<file path="src/rtl/rv_multicycle_ctrl.sv">
// rtl/rv_multicycle_ctrl.sv - RV32I multi-cycle control sequencer (FETCH/DECODE/EXEC/MEM/WB)
// Optional performance counters enabled by defining RV_CTRL_PERF_CNT_EN.
module rv_multicycle_ctrl #(
  parameter int XLEN        = 32,
  parameter int ACK_TIMEOUT = 16,
  parameter int CNT_W       = 32
) (
  input  logic             clk,
  input  logic             rst,
  input  logic             run,
  input  logic [XLEN-1:0]  instr,
  input  logic             br_taken,
  input  logic             mem_ack,
  output logic             pc_en,
  output logic [1:0]       pc_sel,
  output logic             ir_we,
  output logic             rf_we,
  output logic [1:0]       wb_sel,
  output logic             alu_src,
  output logic [2:0]       imm_sel,
  output logic             mem_req,
  output logic             mem_we,
  output logic [2:0]       state,
  output logic             instret_pulse,
  output logic             halted,
  output logic             trap,
  output logic [1:0]       trap_cause,
  output logic [CNT_W-1:0] cycle_cnt,
  output logic [CNT_W-1:0] instret_cnt
);

  typedef enum logic [2:0] {
    S_IDLE   = 3'd0,
    S_FETCH  = 3'd1,
    S_DECODE = 3'd2,
    S_EXEC   = 3'd3,
    S_MEM    = 3'd4,
    S_WB     = 3'd5,
    S_HALT   = 3'd6,
    S_TRAP   = 3'd7
  } state_t;

  localparam logic [6:0] OP_R      = 7'b0110011;
  localparam logic [6:0] OP_IMM    = 7'b0010011;
  localparam logic [6:0] OP_LOAD   = 7'b0000011;
  localparam logic [6:0] OP_STORE  = 7'b0100011;
  localparam logic [6:0] OP_BRANCH = 7'b1100011;
  localparam logic [6:0] OP_JAL    = 7'b1101111;
  localparam logic [6:0] OP_JALR   = 7'b1100111;
  localparam logic [6:0] OP_LUI    = 7'b0110111;
  localparam logic [6:0] OP_AUIPC  = 7'b0010111;
  localparam logic [6:0] OP_SYSTEM = 7'b1110011;

  localparam logic [2:0] IMM_I = 3'd0;
  localparam logic [2:0] IMM_S = 3'd1;
  localparam logic [2:0] IMM_B = 3'd2;
  localparam logic [2:0] IMM_U = 3'd3;
  localparam logic [2:0] IMM_J = 3'd4;

  // Counter only has to reach ACK_TIMEOUT-1; the timeout fires while it sits there.
  localparam int TMO_W = (ACK_TIMEOUT > 1) ? $clog2(ACK_TIMEOUT) : 1;
  localparam logic [TMO_W-1:0] TMO_LAST = TMO_W'((ACK_TIMEOUT > 0) ? ACK_TIMEOUT - 1 : 0);

  state_t           cur;
  logic [6:0]       opc;
  logic [4:0]       rd;
  logic [TMO_W-1:0] tmo;
  logic [1:0]       cause;

  logic op_legal, op_halt;
  logic is_load, is_store, is_branch, is_jal, is_jalr, is_lui;
  logic tmo_hit;

  always_comb begin
    op_legal = 1'b0;
    unique case (instr[6:0])
      OP_R, OP_IMM, OP_LOAD, OP_STORE, OP_BRANCH,
      OP_JAL, OP_JALR, OP_LUI, OP_AUIPC: op_legal = 1'b1;
      default:                           op_legal = 1'b0;
    endcase
  end

  // ECALL and EBREAK differ only in bit 20; any other SYSTEM encoding traps.
  assign op_halt = (instr[6:0] == OP_SYSTEM) &&
                   ((instr[XLEN-1:7] == '0) ||
                    (instr[XLEN-1:7] == (XLEN-7)'(25'h0002000)));

  assign is_load   = (opc == OP_LOAD);
  assign is_store  = (opc == OP_STORE);
  assign is_branch = (opc == OP_BRANCH);
  assign is_jal    = (opc == OP_JAL);
  assign is_jalr   = (opc == OP_JALR);
  assign is_lui    = (opc == OP_LUI);
  assign tmo_hit   = (ACK_TIMEOUT != 0) && (tmo == TMO_LAST);

  always_ff @(posedge clk) begin
    if (rst) begin
      cur   <= S_IDLE;
      opc   <= '0;
      rd    <= '0;
      tmo   <= '0;
      cause <= '0;
    end else begin
      case (cur)
        S_IDLE: if (run) cur <= S_FETCH;
        S_FETCH: cur <= S_DECODE;
        S_DECODE: begin
          opc <= instr[6:0];
          rd  <= instr[11:7];
          if (op_legal) begin
            cur <= S_EXEC;
          end else if (op_halt) begin
            cur <= S_HALT;
          end else begin
            cur   <= S_TRAP;
            cause <= 2'b01;
          end
        end
        S_EXEC: begin
          if (is_load || is_store) cur <= S_MEM;
          else if (is_branch)      cur <= run ? S_FETCH : S_IDLE;
          else                     cur <= S_WB;
        end
        S_MEM: begin
          if (mem_ack) begin
            tmo <= '0;
            cur <= is_store ? (run ? S_FETCH : S_IDLE) : S_WB;
          end else if (tmo_hit) begin
            tmo   <= '0;
            cur   <= S_TRAP;
            cause <= 2'b10;
          end else begin
            tmo <= tmo + TMO_W'(1);
          end
        end
        S_WB: cur <= run ? S_FETCH : S_IDLE;
        S_HALT, S_TRAP: cur <= cur;
        default: cur <= S_IDLE;
      endcase
    end
  end

  // Operand selects stay valid through MEM/WB so the datapath can reuse the immediate.
  always_comb begin
    pc_en         = 1'b0;
    pc_sel        = 2'b00;
    ir_we         = 1'b0;
    rf_we         = 1'b0;
    wb_sel        = 2'b00;
    alu_src       = 1'b0;
    imm_sel       = IMM_I;
    mem_req       = 1'b0;
    mem_we        = 1'b0;
    instret_pulse = 1'b0;
    halted        = 1'b0;
    trap          = 1'b0;
    if (cur == S_EXEC || cur == S_MEM || cur == S_WB) begin
      case (opc)
        OP_R:             begin alu_src = 1'b0; imm_sel = IMM_I; end
        OP_STORE:         begin alu_src = 1'b1; imm_sel = IMM_S; end
        OP_BRANCH:        begin alu_src = 1'b0; imm_sel = IMM_B; end
        OP_LUI, OP_AUIPC: begin alu_src = 1'b1; imm_sel = IMM_U; end
        OP_JAL:           begin alu_src = 1'b1; imm_sel = IMM_J; end
        default:          begin alu_src = 1'b1; imm_sel = IMM_I; end
      endcase
    end
    case (cur)
      S_DECODE: ir_we = 1'b1;
      S_EXEC: begin
        if (is_branch) begin
          pc_en         = 1'b1;
          pc_sel        = br_taken ? 2'b01 : 2'b00;
          instret_pulse = 1'b1;
        end
      end
      S_MEM: begin
        mem_req = 1'b1;
        mem_we  = is_store;
        if (mem_ack && is_store) begin
          pc_en         = 1'b1;
          instret_pulse = 1'b1;
        end
      end
      S_WB: begin
        rf_we         = (rd != 5'd0);
        pc_en         = 1'b1;
        instret_pulse = 1'b1;
        if (is_load)                 wb_sel = 2'b01;
        else if (is_jal || is_jalr)  wb_sel = 2'b10;
        else if (is_lui)             wb_sel = 2'b11;
        if (is_jal)       pc_sel = 2'b01;
        else if (is_jalr) pc_sel = 2'b10;
      end
      S_HALT: halted = 1'b1;
      S_TRAP: trap   = 1'b1;
      default: ;
    endcase
  end

  assign state      = cur;
  assign trap_cause = cause;

`ifdef RV_CTRL_PERF_CNT_EN
  logic [CNT_W-1:0] cyc_q;
  logic [CNT_W-1:0] ret_q;

  always_ff @(posedge clk) begin
    if (rst) begin
      cyc_q <= '0;
      ret_q <= '0;
    end else begin
      if (cur != S_IDLE && cur != S_HALT && cur != S_TRAP) cyc_q <= cyc_q + CNT_W'(1);
      if (instret_pulse) ret_q <= ret_q + CNT_W'(1);
    end
  end

  assign cycle_cnt   = cyc_q;
  assign instret_cnt = ret_q;
`else
  assign cycle_cnt   = '0;
  assign instret_cnt = '0;
`endif

endmodule

</file>
<file path="config.mk">
export PLATFORM = sky130hd
export DESIGN_NAME = rv_multicycle_ctrl
export DESIGN_NICKNAME = d
export VERILOG_FILES = /design/src/rtl/rv_multicycle_ctrl.sv
export SDC_FILE = /design/constraint.sdc
export NUM_CORES = 1
export LEC_CHECK = 0
export ABC_AREA = 1
export BUFFER_PORTS_ARGS = -buffer_cell sky130_fd_sc_hd__clkbuf_2
export CORE_MARGIN = 4
export CORE_UTILIZATION = 30
export CTS_BUF_LIST = sky130_fd_sc_hd__clkbuf_16
export DETAILED_ROUTE_END_ITERATION = 10
export SETUP_SLACK_MARGIN = 0.5
export SYNTH_ARGS = -nofsm -noshare
export SYNTH_HDL_FRONTEND = slang
export SYNTH_SLANG_ARGS = --single-unit
</file>
<file path="constraint.sdc">
create_clock -name clk -period 3.55 [get_ports clk]
set_input_delay 0.1775 -clock clk [delete_from_list [all_inputs] [get_ports clk]]
set_output_delay 0.1775 -clock clk [all_outputs]
set_load 0.005 [all_outputs]
</file>
==> impl_results.md <==
* Die Ht at a little under 90 um
* WHS Path Cells at 3
* Top delay family on crit path: simple AND/OR/NAND/NOR gates
* Top FF cell, synth: dfxtp_1
* Worst Path Max Fanout at 9
* HPWL after DPL at 3571 um
* Number of synthesized flops with an enable pin at 0
* Final net count at between 300 and 400
* Final Hold Viols at 0
* Hold_sp: instr[1]
* Vias after detailed routing at approximately 1700
* Initial core utilization at 0.3141
* # Post-CTS Setup Buffers at 0
* Routed Antenna Nets at 0
* Post-route DRC at 0
* Worst r2r path cells at 7
* Antenna violations before repair at 0
* Clk sink count at 21
* R2r endpoint: trap_cause[1]
* N_diodes at 0
* Yosys reg bits at 21
* Gr ovfl total at 0
* Largest cells by area after synthesis: buf_4 (26%), dfxtp_1 (22%), nand2_1 (9.6%)
* Largest net degree at the start of global routing at 24
* Status: completed
* CP arrival at roughly 1.7 ns
* Cell mode on critical path: nor2_1
* HP Class: input pin to register
* Clock tree buffer depth at 2
* Cell with the most instances after synthesis: buf_4
* Async SR Flop Fraction at 0
* Max cap viols at 0
* Clock Latency Late Sink at approximately 0.25 ns
* Post-Route Utilization at 0.3432
* Die width at about 87 um
* Final hold slack at 0.1763 ns
* Power Dens Cells at 518.9 nW/um^2
* Post-Route WL at roughly 4200 um
* Post-CTS resize count at 0
* Reg2Reg Launch Point: state[1]
* Hold Path Sink: opc[1]
* Clock slew at reported path FFs at about 0.060 ns
* Setup Skew at 0.003056 ns
* Leakage power at between 1 and 1.5 nW
* # setup viols final at 0
* Cts hold-fix bufs at 0
* Htree depth at 1
* Mapped cell area at 1882 um^2
* CP Cell Sequence: nand2_1, nor2_1, nor2_1, nor3_1, clkbuf_2
* CORE AREA at 5991 um^2
* Worst setup EP type: output pin
* Crit-path slowest cell: dfxtp_1
* Critical Path RT at between 3 and 4 ns
* Layout cell share with drive strength beyond 1 at 0.2328
* Top cells by count, synth: buf_4 (65), nand2_1 (48), nor2_1 (37)
* First-pass GRT wire length at approximately 6500 um
* Wirelength per Cell at roughly 10 um
* Critical path type: register to output pin
* Post-layout minimum cycle time at 1.894 ns
* Number of filler cells placed in the layout at around 680
* Library cells used by synthesis at 34
* Final worst-path cycle share at 0.5335
* GRT Total Usage at 0.1056
* Setup_tns at 0 ns
* Register-to-register setup slack at around 1.8 ns
* Mapped Avg Cell Area at roughly 6.7 um^2
* DRT Pass-1 Iters at 4
* P&R area growth vs syn at 9.242%
* Slew Viols, Final at 0
* GP Congestion at 0.8226
* Top cell type's share of synthesized area at 0.2593
* Ys Warns at 0
* I/O Buffers at 56
* Worst path bufs/invs at 1
* Row count at 28
* Synthesized instance count at around 280
* Sequential area share after synthesis at 0.2234
* Unrepaired setup endpoints after global routing: false
* CTS tree: built
* Number of DRC markers in iteration 0 at 50
* Vias in the first global route at roughly 1400
* Via density at about 4
* Maximum vdd ir drop at 0.0002120 V
* Clock buffer count from CTS at 3
* Root buffer cell: clkbuf_16
* Cell taking the most area after synthesis: buf_4
* CP max stage delay at 0.53 ns
* Die Footprint at 7604 um^2
* FMAX at 0.5280 GHz
* IO Pins at ~120
* Kind of start point of the critical path: register
==> logic make-up (layout without fill, tap and decap cells) <==
kind of cell             after synthesis  count (layout)  synth area share
adder cells (fa/ha/maj)                1               1          0.006648
flip-flops                            21              21            0.2234
buffers and inverters                106              96            0.3464
AO/OA/AOI/OAI                         36              36            0.1217
AND/OR/NAND/NOR                      116             116            0.2952
other                                  1              64          0.001993
XOR/XNOR                               1               1          0.004655
==> worst reg2reg max path, cell delays in order (launching register included) <==
cell	delay (ns)
dfxtp_1	0.53
nand3_2	0.40
a21oi_1	0.29
nand2_1	0.11
nand2_1	0.09
nand2_1	0.07
nand2_1	0.07
a21oi_2	0.05
==> final cells by class <==
type	count	area, um^2	area share
Multi-Input combinational cell	218	1046	0.5088
Tap cell	75	93.84	0.04565
Clock inverter	1	5.005	0.002435
Timing Repair Buffer	56	280.3	0.1363
Inverter	36	135.1	0.06573
Sequential cell	21	420.4	0.2045
Clock buffer	3	75.07	0.03652
==> where the power goes <==
group / total, mW / switching [mW] / leakage (nW) / internal (mW)
Clock: 0.238 / 0.0866 / 0.0409 / 0.151
Sequential: 0.373 / 0.0672 / 0.171 / 0.305
Combinational: 0.456 / 0.292 / 0.841 / 0.165
Total: 1.07 / 0.446 / 1.05 / 0.621
==> metal layers <==
layer / share of wire / vias to the layer above / track usage
li1: - / 864 / -
met1: 0.42 / 728 / 0.1322
met2: 0.48 / 59 / 0.1753
met3: 0.095 / 5 / 0.02933
met4: 0.011 / 0 / 0.03347
met5: 0 / - / 0
==> cells in the final DEF, fill, tap and decap left out, types with 5 or more instances in the layout <==
cell,instances
nand4_1,5
nor2_1,37
o21ai_0,6
nand3_1,7
dfxtp_1,21
conb_1,64
clkbuf_2,56
nand2_1,48
a211oi_1,10
a21oi_1,13
inv_1,32
==> state kept, by name (all words and copies together) (netlist names) <==
signal	count
state	3
rd	5
trap_cause	2
tmo	4
opc	7
==> how the worst max path moves through the flow <==
stage                         end      from  cells after the start
finish                    alu_src  state[1]                      5
global route              alu_src  state[1]                      5
CTS                       alu_src  state[1]                      5
detailed placement  trap_cause[0]  state[1]                      7
global placement    trap_cause[1]  state[1]                      7
floorplan                   pc_en  state[2]                      7
==> stage by stage <==
step	cells	total power, mW	setup WS, ns	cell area, um^2
after floorplan	345	0.7688	2.247	2118
after global placement	406	0.8303	1.797	1976
after detailed placement	406	0.8362	1.790	1976
after CTS	410	1.081	1.656	2056
after global routing	410	1.174	1.446	2056
final	410	1.067	1.656	2056
No activity file was read; power rests on OpenSTA's default activity.
